===== src/rtl/dvi_tx_tmds_encoder_pkg.sv =====
// Shared TMDS definitions for the three DVI lanes: control tokens, disparity width, popcount.
// Latency: n/a (constants and a pure function).
// Backpressure: n/a.
package dvi_tmds_pkg;

    // Signed running-disparity width; cnt stays within [-10,+10]
    localparam int CNT_W = 5;

    // Control tokens emitted during blanking, indexed by {c1,c0}
    localparam logic [9:0] CTRL_TOK_00 = 10'h354;
    localparam logic [9:0] CTRL_TOK_01 = 10'h0AB;
    localparam logic [9:0] CTRL_TOK_10 = 10'h154;
    localparam logic [9:0] CTRL_TOK_11 = 10'h2AB;

    // Number of set bits in a byte (0..8)
    function automatic logic [3:0] popcount8(input logic [7:0] v);
        logic [3:0] c;
        c = 4'd0;
        for (int i = 0; i < 8; i++) begin
            c = c + {3'b000, v[i]};
        end
        return c;
    endfunction

endpackage


===== src/rtl/dvi_tx_tmds_encoder_if.sv =====
// Per-lane pixel/control input and 10-bit TMDS character output bundle.
// Latency: n/a (wiring only).
// Backpressure: none; one character is accepted and produced every pixel clock.
interface dvi_tx_tmds_encoder_if;
    logic       de;
    logic [7:0] data;
    logic [1:0] ctrl;
    logic [9:0] tmds_data;

    // Video source side: drives pixel/control, observes the encoded character
    modport master (
        output de,
        output data,
        output ctrl,
        input  tmds_data
    );

    // Encoder side
    modport slave (
        input  de,
        input  data,
        input  ctrl,
        output tmds_data
    );
endinterface


===== src/rtl/dvi_tx_tmds_encoder.sv =====
// DVI 1.0 TMDS lane encoder: 8b pixel / 2b control -> DC-balanced 10b character.
// Latency: 2 pixel clocks (transition-minimise stage, then DC-balance stage).
// Backpressure: none; one character in and one out on every clock.
module dvi_tx_tmds_encoder
    import dvi_tmds_pkg::*;
(
    input  logic                   pixel_clock,
    input  logic                   reset,
    dvi_tx_tmds_encoder_if.slave   tmds_if
);

    // Stage-1 combinational signals
    logic [3:0] w_n1d;
    logic       w_use_xnor;
    logic [8:0] w_qm;

    // Stage-1 registers: q_m with de/ctrl delayed alongside
    logic [8:0] r_qm1;
    logic       r_de1;
    logic [1:0] r_ctrl1;

    // Stage-2 combinational signals
    logic [3:0]              w_n1q;
    logic [3:0]              w_n0q;
    logic signed [CNT_W-1:0] w_diff;
    logic signed [CNT_W-1:0] w_two_qm8;
    logic signed [CNT_W-1:0] w_two_nqm8;
    logic [9:0]              w_out;
    logic signed [CNT_W-1:0] w_cnt_nxt;

    // Stage-2 registers: output character and running disparity
    logic [9:0]              r_tmds;
    logic signed [CNT_W-1:0] r_cnt;

    // Choose XOR/XNOR chaining to minimise transitions in the 8 data bits
    always_comb begin
        w_n1d      = popcount8(tmds_if.data);
        w_use_xnor = (w_n1d > 4'd4) || ((w_n1d == 4'd4) && !tmds_if.data[0]);
        w_qm       = 9'd0;
        w_qm[0]    = tmds_if.data[0];
        for (int i = 1; i < 8; i++) begin
            w_qm[i] = w_use_xnor ? ~(w_qm[i-1] ^ tmds_if.data[i])
                                 :  (w_qm[i-1] ^ tmds_if.data[i]);
        end
        w_qm[8]    = ~w_use_xnor;
    end

    // Stage 1: register q_m; de and ctrl ride along so a de edge never splits stages
    always_ff @(posedge pixel_clock or posedge reset) begin
        if (reset) begin
            r_qm1   <= 9'd0;
            r_de1   <= 1'b0;
            r_ctrl1 <= 2'b00;
        end else begin
            r_qm1   <= w_qm;
            r_de1   <= tmds_if.de;
            r_ctrl1 <= tmds_if.ctrl;
        end
    end

    // Disparity of q_m[7:0] and the 2*q_m[8] correction terms, all signed
    always_comb begin
        w_n1q      = popcount8(r_qm1[7:0]);
        w_n0q      = 4'd8 - w_n1q;
        w_diff     = $signed({1'b0, w_n1q}) - $signed({1'b0, w_n0q});
        w_two_qm8  = $signed({3'b000,  r_qm1[8], 1'b0});
        w_two_nqm8 = $signed({3'b000, ~r_qm1[8], 1'b0});
    end

    // Select token or DC-balanced character and the next running disparity
    always_comb begin
        w_out     = CTRL_TOK_00;
        w_cnt_nxt = r_cnt;
        if (!r_de1) begin
            // Blanking clears disparity so the next active run starts balanced
            w_cnt_nxt = '0;
            case (r_ctrl1)
                2'b00:   w_out = CTRL_TOK_00;
                2'b01:   w_out = CTRL_TOK_01;
                2'b10:   w_out = CTRL_TOK_10;
                default: w_out = CTRL_TOK_11;
            endcase
        end else if ((r_cnt == '0) || (w_n1q == w_n0q)) begin
            w_out     = {~r_qm1[8], r_qm1[8], r_qm1[8] ? r_qm1[7:0] : ~r_qm1[7:0]};
            w_cnt_nxt = r_qm1[8] ? (r_cnt + w_diff) : (r_cnt - w_diff);
        end else if (((r_cnt > 0) && (w_n1q > w_n0q)) ||
                     ((r_cnt < 0) && (w_n0q > w_n1q))) begin
            // Invert to pull disparity back toward zero
            w_out     = {1'b1, r_qm1[8], ~r_qm1[7:0]};
            w_cnt_nxt = r_cnt + w_two_qm8 - w_diff;
        end else begin
            w_out     = {1'b0, r_qm1[8], r_qm1[7:0]};
            w_cnt_nxt = r_cnt + w_diff - w_two_nqm8;
        end
    end

    // Stage 2: register the character and running disparity
    always_ff @(posedge pixel_clock or posedge reset) begin
        if (reset) begin
            r_tmds <= CTRL_TOK_00;
            r_cnt  <= '0;
        end else begin
            r_tmds <= w_out;
            r_cnt  <= w_cnt_nxt;
        end
    end

    assign tmds_if.tmds_data = r_tmds;

endmodule


===== src/flat_wrapper.sv =====
// flat-port wrapper written by rule: the top's interface ports become plain ports
module dvi_tx_tmds_encoder_flat import dvi_tmds_pkg::*;
  (pixel_clock, reset, tmds_if_de, tmds_if_data, tmds_if_ctrl, tmds_if_tmds_data);
  dvi_tx_tmds_encoder_if tmds_if_i ();
  input  logic pixel_clock;
  input  logic reset;
  input wire logic [$bits(tmds_if_i.de)-1:0] tmds_if_de;
  input wire logic [$bits(tmds_if_i.data)-1:0] tmds_if_data;
  input wire logic [$bits(tmds_if_i.ctrl)-1:0] tmds_if_ctrl;
  output wire logic [$bits(tmds_if_i.tmds_data)-1:0] tmds_if_tmds_data;
  assign tmds_if_i.de = tmds_if_de;
  assign tmds_if_i.data = tmds_if_data;
  assign tmds_if_i.ctrl = tmds_if_ctrl;
  assign tmds_if_tmds_data = tmds_if_i.tmds_data;
  dvi_tx_tmds_encoder u_core (.pixel_clock(pixel_clock), .reset(reset), .tmds_if(tmds_if_i));
endmodule

===== config.mk =====
export PLATFORM = sky130hd
export DESIGN_NAME = dvi_tx_tmds_encoder_flat
export DESIGN_NICKNAME = d
export VERILOG_FILES = /design/src/rtl/dvi_tx_tmds_encoder_pkg.sv /design/src/rtl/dvi_tx_tmds_encoder_if.sv /design/src/rtl/dvi_tx_tmds_encoder.sv /design/src/flat_wrapper.sv
export SDC_FILE = /design/constraint.sdc
export NUM_CORES = 1
export LEC_CHECK = 0
export BUFFER_PORTS_ARGS = -buffer_cell sky130_fd_sc_hd__clkbuf_2
export CELL_PAD_IN_SITES_DETAIL_PLACEMENT = 2
export CELL_PAD_IN_SITES_GLOBAL_PLACEMENT = 2
export CORE_MARGIN = 2
export CORE_UTILIZATION = 41
export CTS_BUF_LIST = sky130_fd_sc_hd__clkbuf_4 sky130_fd_sc_hd__clkbuf_8 sky130_fd_sc_hd__clkbuf_16
export CTS_CLUSTER_DIAMETER = 200
export DETAILED_ROUTE_END_ITERATION = 7
export GPL_ROUTABILITY_DRIVEN = 1
export PLACE_DENSITY = 0.93
export SYNTH_ARGS = -nofsm -noshare
export SYNTH_HDL_FRONTEND = slang
export SYNTH_SLANG_ARGS = --single-unit

===== constraint.sdc =====
create_clock -name pixel_clock -period 14.85 [get_ports pixel_clock]
set_clock_uncertainty 0.2 [all_clocks]
set_input_delay 1.485 -clock pixel_clock [delete_from_list [all_inputs] [get_ports pixel_clock]]
set_output_delay 1.485 -clock pixel_clock [all_outputs]
set_load 0.005 [all_outputs]

* Word level (Yosys, flattened, before mapping)
Cells that the tools add are included.
** Storage, ports and cells
- Bits in registers :: 27
- Output and inout bits :: 10
** Cells by class
- Add/subtract/negate cells :: 21
- $lt $le $gt $ge :: 5
- Equality and inequality tests :: 4
- Muxes and demuxes :: 16
- Bitwise gates (word level) :: 17
- Reductions and logical operators :: 9
** Operators by type and width (number)
- $add 4x1->4 :: 12
- $mux 10 :: 3
- $pmux 10 s3 :: 1
- $mux 5 :: 4
- $sub 5x5->5 :: 2
- $not 1->1 :: 9
- $gt 4x4->1 :: 2
- $mux 8 :: 1
- $not 8->8 :: 1
- $mux 1 :: 7
- $xor 1x1->1 :: 7
- $add 5x3->5 :: 1
- $add 5x5->5 :: 1
- $gt 5x1->1 const B :: 1
- $logic_not 5->1 :: 1
- $lt 5x1->1 const B :: 1
- $sub 4x4->5 :: 1
- $sub 5x3->5 :: 1
- $add 1x1->2 :: 2
- $eq 4x3->1 const B :: 1
- $eq 4x4->1 :: 1
- $gt 4x3->1 const B :: 1
- $sub 4x4->4 const A :: 1
- $logic_and 1x1->1 :: 3
- other kinds (5) :: 7

* Depth between registers and ports, before layout
Gate-level depths: netlist of the first run.
- Depth after elaboration :: 29
- Mapped depth :: 23
- Gate-level depth less buffers :: 22

* Worst setup path after synthesis of the first run
OpenSTA, ideal clock, no wires.
- Path kind :: register to register
- Start :: register u_core.r_qm1[0]
- End :: register u_core.r_cnt[4]
- Setup time :: 0.079 ns
- Data arrival time :: 5.139 ns
- Data required time :: 14.571 ns
- Slack :: 9.432 ns
- Stages on the path, launching flop included :: 22
- Path buffers :: 1
- Period minus slack after synthesis :: 5.418 ns
- Cell sequence :: dfrtp_1 ha_1 inv_1 fa_1 fa_1 fa_1 fa_1 buf_2 xor2_1 inv_1 ha_1 inv_1 o21ai_0 nand2_1 o21ai_0 fa_1 inv_1 a221oi_1 xor2_1 nor2_1 a221oi_2 mux2i_1
** On the way
- Cells in the longest elaborated chain, start to end :: 14
- Elaborated cells on any way between the ends :: 24
- Those cells by class :: 13 x add/sub; 2 x order compare; 1 x eq/ne; 4 x mux; 4 x reduce/logical
** RTL lines
- start: declaration :: line dvi_tx_tmds_encoder.sv:18 : logic [8:0] r_qm1;
- start signal: assignment :: line dvi_tx_tmds_encoder.sv:55 : r_qm1 <= w_qm;
- $add 1x1->2 (*) :: line dvi_tx_tmds_encoder_pkg.sv:20 : c = c + {3'b000, v[i]};
- $add 4x1->4 (*) (6 in a row) :: line dvi_tx_tmds_encoder_pkg.sv:20
- $sub 4x4->4 :: line dvi_tx_tmds_encoder.sv:64 : w_n0q = 4'd8 - w_n1q;
- $sub 4x4->5, or another cell as far along :: line dvi_tx_tmds_encoder.sv:65 : w_diff = $signed({1'b0, w_n1q}) - $signed({1'b0, w_n0q});
- $add 5x5->5, or another cell as far along :: line dvi_tx_tmds_encoder.sv:85, dvi_tx_tmds_encoder.sv:93
- $sub 5x3->5 / $logic_or 1x1->1 (equally long branches) :: line dvi_tx_tmds_encoder.sv:93, dvi_tx_tmds_encoder.sv:86
- $mux 5 :: line dvi_tx_tmds_encoder.sv:86 : end else if (((r_cnt > 0) && (w_n1q > w_n0q)) ||
- $mux 5 (*) :: line dvi_tx_tmds_encoder.sv:83 : end else if ((r_cnt == '0) || (w_n1q == w_n0q)) begin
- $mux 5 (*) :: line dvi_tx_tmds_encoder.sv:74 : if (!r_de1) begin
- via u_core.w_cnt_nxt[4] :: line dvi_tx_tmds_encoder.sv:29 : logic signed [CNT_W-1:0] w_cnt_nxt;
- end signal: assignment :: line dvi_tx_tmds_encoder.sv:104 : r_cnt <= w_cnt_nxt;
- end: declaration :: line dvi_tx_tmds_encoder.sv:33 : logic signed [CNT_W-1:0] r_cnt;
The timed path passes the listed nets; every way through them passes the cells marked *.

* Worst setup path in the final report of the first run
Same ends and word-level chain as after synthesis.

==> summary.md, run 1 <==
| Metric | Value |
|---|---|
| Status | `finished, final reports clean` |
| Root Buffer | `clkbuf_8` |
| Critical path arrival | `6380 ps` |
| Leading area contributor after synthesis | `dfrtp_1` |
| Postcts setup bufs | `0` |
| Post-DP HPWL | `between 5000 and 6000 um` |
| Ys flop type | `dfrtp_1` |
| Setup crit start kind | `register` |
| Top-count cell post-synth | `inv_1` |
| Die area | `between 0.005 and 0.006 sq mm` |
| Met3 Use GR | `under 10%` |
| CP required | `14860 ps` |
| Global routing's busiest layer | `met2` |
| CTS tree | `built` |
| Antenna Violating Nets Remaining | `0` |
| Number of top-level pins | `23` |
| Layout cell share with drive strength beyond 1 | `between 10% and 20%` |
| HP Class | `register to register` |
| Via count | `roughly 1600` |
| Slew Viols, Final | `0` |
| RSZ-0062 raised after global routing | `no` |
| Post-Synthesis Cells | `approximately 210` |
| Via/cell ratio | `~5.3` |
| Period minus WS final | `between 6000 and 7000 ps` |
| Setup violators final | `0` |
| Largest net degree at the start of global routing | `28` |
| Core Area | `0.005042 sq mm` |
| Site row count | `26` |
| Num CTS Buffers | `3` |
| Register area share after synthesis | `32.34%` |
| Crit Path Class | `register to register` |
| Setup crit end kind | `register` |
| Fin nets | `about 280` |
| M2 GR Usage | `46.28%` |
| Antenna cells | `0` |
| Routability cong. | `0.8314` |
| Post-synth ARST share | `100.0%` |
| First-pass GRT wire length | `a little under 10000 um` |
| Htree depth | `1` |
| Die Ht | `between 70 and 80 um` |
| Gr usage total | `roughly a quarter` |
| DR WL/cell | `approximately 21 um` |
| Hold Vio Cnt, Final | `0` |
| Area share of the largest cell type after synthesis | `between 20% and 30%` |
| Worst slew pin tran | `1058 ps` |
| Final Cycle Share | `42.96%` |
| Grt total ovfl | `0` |
| CTS-repair resized insts | `0` |
| GRT met1 Usage | `between 20 and 30%` |
| WL final | `around 6300 um` |
| Initial DRC count | `95` |
| DRC | `0` |
| Mapped Area | `~0.0021 sq mm` |
| CTS Buffer Depth | `2` |
| Vias in the first global route | `~1900` |
| CTS clk-pin slew, worst paths | `about 100 ps` |
| Syn Area/Cell | `between 9 and 10 sq um` |
| Worst-Skew Late Latency | `between 200 and 300 ps` |
| Synth warnings | `0` |
| Antenna violations before repair | `0` |
| Buffers on Ports | `22` |
| Initial Util | `about two fifths` |
| Hold-fix buffers, CTS | `0` |
| Fmax | `approximately 160 MHz` |
| Synth area leaders | `dfrtp_1 26%, ha_1 14%, fa_1 11%, xnor2_1 8.3%, inv_1 7.7%` |
| Die W | `75.71 um` |
| P&R area growth vs syn | `10.80%` |
| Max-cap violations | `0` |
| Commonest cells post-synth | `43 x inv_1, 23 x ha_1, 22 x dfrtp_1` |
| Synth Register Bits | `27` |
| Synth cell types | `just over 40` |
| Syn_nets | `around 260` |
| EDFF count, synth | `0` |
| Clock sinks | `27` |
| Final setup TNS | `0 ps` |
| Rel. slew slack | `29.41%` |
| DRT Pass-1 Iters | `4` |
| CP max FO | `8` |
-- through the flow --
step	hold slack, ps	setup WS [ps]	utilization [%]	std cells	cell area [sq um]
detailed placement	305.4	8543	45.34	300	2286
floorplan	253.9	9432	-	211	2108
CTS	331.8	8475	46.33	304	2336
finish	329.5	8471	46.33	304	2336
global route	380.6	8201	46.33	304	2336
global placement	283.1	9209	45.34	300	2286
-- cell type report --
type,instances,area (sq um)
Fill cell,555,2706
Multi-Input combinational cell,138,1245
Sequential cell,27,681.9
Inverter,43,161.4
Timing Repair Buffer,22,110.1
Tap cell,70,87.58
Clock buffer,3,41.29
Clock inverter,1,8.758
-- layer usage --
layer | vias to the layer above | share of wire [%]
li1 | 733 | -
met1 | 824 | 38
met2 | 40 | 56
met3 | 18 | 2.3
met4 | 0 | 4.2
met5 | - | 0
-- layout by cell type (no fill, tap or decap), types with 4 or more instances in the layout --
cell type	count
dfrtp_1	22
ha_1	23
dfstp_2	5
o21ai_0	7
inv_1	43
xor2_1	7
xnor2_1	20
clkbuf_2	22
nand2_1	6
nand3_1	4
fa_1	12
o21ai_1	9
a21oi_1	8
nor2_1	6
-- registers in the layout, summed over array words and instances (netlist names) --
register and count:
u_core.tmds_if.tmds_data 10, u_core.r_cnt 5, u_core.r_de1 1, u_core.r_ctrl1 2
u_core.r_qm1 9
-- critical path, cell delays in order (launching register included) --
cell      delay [ps]
dfrtp_1          410
ha_1             280
inv_1             60
fa_1             510
fa_1             510
fa_1             440
fa_1             520
xor2_1           320
inv_1            120
ha_1             390
inv_1            110
o21ai_0          130
nand2_1          110
o21ai_0          200
fa_1             640
inv_1             70
a221oi_1         410
xor2_1           260
nor2_1            90
a221oi_2         240
mux2i_1          230
-- logic make-up after synthesis --
family          synth area share, %
simple gates                  7.776
buf+inv                       8.605
flops                         32.34
fa+ha+maj                     25.04
mux                          0.9496
compound gates                14.07
xor+xnor                      11.22
-- final timing paths --
path / from / to / slack [ps] / cells after the start
worst max-delay path: u_core.r_qm1[0]$_DFF_PP0_ / u_core.r_cnt[4]$_DFF_PP0_ / 8470 / 20
worst min-delay path: u_core.r_cnt[0]$_DFF_PP0_ / u_core.r_cnt[0]$_DFF_PP0_ / 330 / 1
worst max register to register: u_core.r_qm1[0]$_DFF_PP0_ / u_core.r_cnt[4]$_DFF_PP0_ / 8470 / 20
worst min register to register: u_core.r_cnt[0]$_DFF_PP0_ / u_core.r_cnt[0]$_DFF_PP0_ / 330 / 1
max in group asynchronous: reset / u_core.r_cnt[3]$_DFF_PP0_ / 12580 / 2
min in group asynchronous: reset / u_core.r_qm1[1]$_DFF_PP0_ / 1230 / 2
Power of run 1 is not shown: default switching activity piles up to over one toggle a cycle in this logic, so the estimate is an artifact.
==> run 2, diff against run 1 <==
CORE_UTILIZATION = 38   (was 41)
PLACE_DENSITY = 0.87   (was 0.93)
clock period = 6.07 ns   (was 14.85 ns; I/O delays follow)
==> summary.md, run 2 (synthesis results as in run 1) <==
| Metric | Value |
|---|---|
| CTS Buffer Depth | `2` |
| Buffers on Ports | `22` |
| Setup crit start kind | `register` |
| HP Class | `input port to register` |
| Site row count | `27` |
| Largest net degree at the start of global routing | `28` |
| Period minus WS final | `5779 ps` |
| Die area | `0.006160 sq mm` |
| Die Ht | `78.49 um` |
| DRT Pass-1 Iters | `4` |
| Crit Path Class | `register to register` |
| Root Buffer | `clkbuf_8` |
| CP required | `between 6000 and 7000 ps` |
| Gr usage total | `19.91%` |
| CTS tree | `built` |
| Hold Vio Cnt, Final | `0` |
| Max FFs per register | `10` |
| Final Cycle Share | `95.20%` |
| Setup crit end kind | `register` |
| Setup violators final | `0` |
| DR WL/cell | `18.57 um` |
| Rel. slew slack | `32.12%` |
| Crit-path slowest cell | `fa_2` |
| Critical path arrival | `around 5800 ps` |
| Status | `finished, final reports clean` |
| Most frequent cells in the layout | `43 x inv_1, 23 x ha_1, 22 x clkbuf_2, 22 x dfrtp_1, 20 x xnor2_1` |
| Antenna Violating Nets Remaining | `0` |
| Reg-to-reg setup timing slack | `roughly 300 ps` |
| Via/cell ratio | `around 5.1` |
| Post-DP HPWL | `4737 um` |
| Number of fill cells | `about 610` |
| Htree depth | `1` |
| Vias in the first global route | `1889` |
| Die W | `78.49 um` |
| Hold-fix buffers, CTS | `0` |
| WL final | `~5700 um` |
| Slew Viols, Final | `0` |
| Final instance area | `between 0.002 and 0.0025 sq mm` |
| Initial DRC count | `45` |
| Max-cap violations | `0` |
| Layout cell share with drive strength beyond 1 | `roughly 18%` |
| CP max FO | `8` |
| Area of the multi-input gates | `0.001255 sq mm` |
| Number of top-level pins | `23` |
| First-pass GRT wire length | `approximately 9500 um` |
| CP peak stage delay | `approximately 650 ps` |
| Antenna violations before repair | `0` |
| DRC | `0` |
| Initial Util | `about two fifths` |
| Worst-Skew Late Latency | `between 200 and 300 ps` |
| Fmax | `173.1 MHz` |
| P&R area growth vs syn | `12.05%` |
| Storage element area | `681.9 sq um` |
| Core Area | `0.005439 sq mm` |
| Clock sinks | `27` |
| CTS clk-pin slew, worst paths | `90 ps` |
| Via count | `between 1500 and 2000` |
| Worst slew pin tran | `slightly above 1000 ps` |
| Grt total ovfl | `0` |
| Crit-path cells | `ha_1, inv_1, fa_1, fa_1, fa_1, fa_2, nand2_2, ha_1, inv_1, o21ai_0, nand2_1, o21ai_1, ha_1, buf_4, xor2_1, nand3_1, xnor2_1, a211oi_1, a221oi_2, mux2i_1` |
| Most common cell after layout, fill and taps aside | `inv_1` |
| Placed cell area | `0.002288 sq mm` |
| Fin nets | `285` |
| Num CTS Buffers | `3` |
| Antenna cells | `0` |
| Routability cong. | `around 0.80` |
==> run 2: cell count changes in the layout (fill, tap and decap cells not counted) <==
cell      change
buf_4         +2
clkbuf_4      +1
fa_1          -1
fa_2          +1
inv_6         -1
o21ai_0       -1
o21ai_1       +1
xor2_1        -1
xor2_2        +1
==> run 2: area by class of cell <==
class / count / area share, %
tap: 72 / 3.814
multi-input combinational: 138 / 53.12
inverter: 43 / 6.833
clock buffer: 4 / 2.066
timing repair buffer: 24 / 5.297
sequential: 27 / 28.87
==> run 2: path summary, 6_finish.rpt <==
| path | startpoint | endpoint | depth (start not counted) |
|---|---|---|---|
| setup / recovery | u_core.r_qm1[0]$_DFF_PP0_ | u_core.r_cnt[4]$_DFF_PP0_ | 20 |
| hold / removal | tmds_if_ctrl[1] | u_core.r_ctrl1[1]$_DFF_PP0_ | 1 |
| setup reg to reg | u_core.r_qm1[0]$_DFF_PP0_ | u_core.r_cnt[4]$_DFF_PP0_ | 20 |
| hold reg to reg | u_core.r_cnt[0]$_DFF_PP0_ | u_core.r_cnt[0]$_DFF_PP0_ | 1 |
| max in group asynchronous | reset | u_core.r_cnt[1]$_DFF_PP0_ | 2 |
| min in group asynchronous | reset | u_core.r_ctrl1[0]$_DFF_PP0_ | 2 |
==> run 2: metrics by stage <==
stage               utilization (%)  hold WS, ps  cells  setup slack [ps]  TNS [ps]
global placement              42.08        283.1    302             417.7         0
detailed placement            42.08        308.0    302             59.34         0
CTS                           42.97        237.1    306             29.78         0
floorplan                         -        253.9    211             651.5         0
finish                        43.43        234.1    308             291.4         0
global route                  43.43        233.5    308            -5.489    -5.489
==> run 2: timing repair <==
item                                    in CTS  in global routing
gates resized for setup                      0                  3
buffers inserted                             0                  2
endpoints found under the setup margin       0                  1
==> run 2: worst max-delay path: cells and delay by family (launching register included) <==
family,cells,cell delay [ps]
AO/OA/AOI/OAI,4,730
flip-flops,1,400
XOR/XNOR,2,430
buffers and inverters,3,310
multiplexers,1,210
adder cells (fa/ha/maj),7,3070
AND/OR/NAND/NOR,3,340
==> run 2: routing by layer <==
metal  track usage [%]  share of wire, %  vias to the layer above
met4             7.895               4.0                        0
met3             2.644               2.3                       16
met1             22.81                41                      792
met5                 0                 0                        -
li1                  -                 -                      734
met2             37.24                53                       32
Power of run 2 is left out for the same reason.
==> run 3, diff against run 2 <==
CORE_UTILIZATION = 39   (was 38)
CTS_BUF_LIST = sky130_fd_sc_hd__clkbuf_8   (was sky130_fd_sc_hd__clkbuf_4 sky130_fd_sc_hd__clkbuf_8 sky130_fd_sc_hd__clkbuf_16)
PLACE_DENSITY = 0.89   (was 0.87)
==> summary.md, run 3 (synthesis results as in run 1) <==
| Metric | Value |
|---|---|
| Via count | `about 1700` |
| Top Layer Used | `met4` |
| Critical path arrival | `slightly below 6000 ps` |
| Crit-path slowest cell | `fa_1` |
| Setup crit end kind | `register` |
| HP Class | `input port to register` |
| Number of top-level pins | `23` |
| Slew Viols, Final | `0` |
| Most frequent cells in the layout | `43 x inv_1, 22 x ha_1, 22 x clkbuf_2, 22 x dfrtp_1, 20 x xnor2_1` |
| Antenna violations before repair | `0` |
| CP max FO | `6` |
| Fmax | `around 170 MHz` |
| Antenna Violating Nets Remaining | `0` |
| Htree depth | `1` |
| M1 wire length | `2812 um` |
| Die W | `roughly 78 um` |
| Worst slew pin tran | `roughly 1000 ps` |
| CP required | `6090 ps` |
| Hold Vio Cnt, Final | `0` |
| Storage element area | `just under 700 sq um` |
| Largest net degree at the start of global routing | `28` |
| WL final | `6933 um` |
| Hold-fix buffers, CTS | `0` |
| DRC | `0` |
| Num CTS Buffers | `3` |
| DR WL/cell | `around 22 um` |
| Vias in the first global route | `1881` |
| Most common cell after layout, fill and taps aside | `inv_1` |
| CP peak stage delay | `roughly 640 ps` |
| Routability cong. | `slightly below 0.9` |
| Clock sinks | `27` |
| Max-cap violations | `0` |
| Wire length on met3 | `between 100 and 150 um` |
| CTS tree | `built` |
| Site row count | `26` |
| Final WS setup | `about 140 ps` |
| Via/cell ratio | `roughly 5.3` |
| CP most frequent cell | `inv_1` |
| Buffers on Ports | `22` |
| Fin nets | `between 200 and 300` |
| Final Cycle Share | `97.67%` |
| CTS Buffer Depth | `2` |
| Layout cell share with drive strength beyond 1 | `20.75%` |
| Worst-Skew Late Latency | `about 290 ps` |
| Number of fill cells | `546` |
| Initial Util | `40.76%` |
| Status | `finished, final reports clean` |
| Root Buffer | `clkbuf_8` |
| Max FFs per register | `10` |
| Grt total ovfl | `0` |
| DRT Pass-1 Iters | `4` |
| Gr usage total | `~22%` |
| Die Ht | `between 70 and 80 um` |
| Crit-path cells | `ha_1, inv_1, fa_1, fa_1, fa_2, fa_2, xor2_4, inv_1, ha_2, inv_1, o21ai_0, nand2_1, o21ai_1, fa_1, inv_1, a221oi_2, xor2_1, nor2_1, a221oi_2, mux2i_1` |
| Antenna cells | `0` |
| First-pass GRT wire length | `10210 um` |
| Die area | `around 0.006 sq mm` |
| Setup WS pre-CTS | `-48.99 ps` |
| Area of the multi-input gates | `0.001277 sq mm` |
| P&R area growth vs syn | `14.78%` |
| Period minus WS final | `about 5900 ps` |
| Post-DP HPWL | `just under 5000 um` |
| Core Area | `~0.0052 sq mm` |
| Rel. slew slack | `between 20% and 30%` |
| Setup crit start kind | `register` |
| WHS | `215.6 ps` |
| Initial DRC count | `77` |
| CTS clk-pin slew, worst paths | `approximately 100 ps` |
| Crit Path Class | `register to register` |
| Setup violators final | `0` |
| DR WL met2 | `3679 um` |
## run 3: what timing repair did
| item | 4_1_cts | 5_1_grt |
|---|---|---|
| endpoints found under the setup margin | 1 | 1 |
| resized for setup | 2 | 5 |
| pin swaps | 1 | 3 |
| buffers inserted | 1 | 6 |
## run 3: final cells by class
class | count | share of cell area (%)
clock buffer | 3 | 1.706
multi-input combinational | 138 | 52.79
clock inverter | 1 | 0.3102
timing repair buffer | 29 | 6.722
inverter | 43 | 6.670
tap | 70 | 3.619
sequential | 27 | 28.18
## run 3: path summary, 6_finish.rpt
check / start / to / slack (ps) / depth (start not counted)
worst max-delay path: u_core.r_qm1[0]$_DFF_PP0_ / u_core.r_cnt[4]$_DFF_PP0_ / 140 / 20
worst min-delay path: tmds_if_ctrl[1] / u_core.r_ctrl1[1]$_DFF_PP0_ / 220 / 1
worst max register to register: u_core.r_qm1[0]$_DFF_PP0_ / u_core.r_cnt[4]$_DFF_PP0_ / 140 / 20
worst min register to register: u_core.r_cnt[0]$_DFF_PP0_ / u_core.r_cnt[0]$_DFF_PP0_ / 300 / 1
max in group asynchronous: reset / u_core.tmds_if.tmds_data[3]$_DFF_PP0_ / 4700 / 2
min in group asynchronous: reset / u_core.r_qm1[0]$_DFF_PP0_ / 340 / 2
## run 3: critical path, delay by kind of cell, from the launching register on
kind	cells	cell delay, ps
buffers and inverters	4	370
muxes	1	220
DFF	1	410
and+or+nand+nor	2	190
AOI/OAI and AO/OA	4	860
xor gates and xnor gates	2	400
adders and majority gates	7	3210
## run 3: layer usage
| metal | up-vias | global-route usage [%] |
|---|---|---|
| met5 | - | 0 |
| met4 | 0 | 10.00 |
| met3 | 19 | 1.628 |
| met2 | 43 | 41.91 |
| met1 | 847 | 25.85 |
| li1 | 744 | - |
## run 3: per-stage QoR
step / util [%] / TNS [ps] / instance area (sq um) / cells
floorplan: - / 0 / 2108 / 211
global placement: 44.19 / 0 / 2286 / 300
detailed placement: 44.19 / -48.99 / 2286 / 300
CTS: 45.48 / 0 / 2352 / 305
global route: 46.78 / -66.60 / 2420 / 311
finish: 46.78 / 0 / 2420 / 311
Power of run 3 is left out for the same reason.
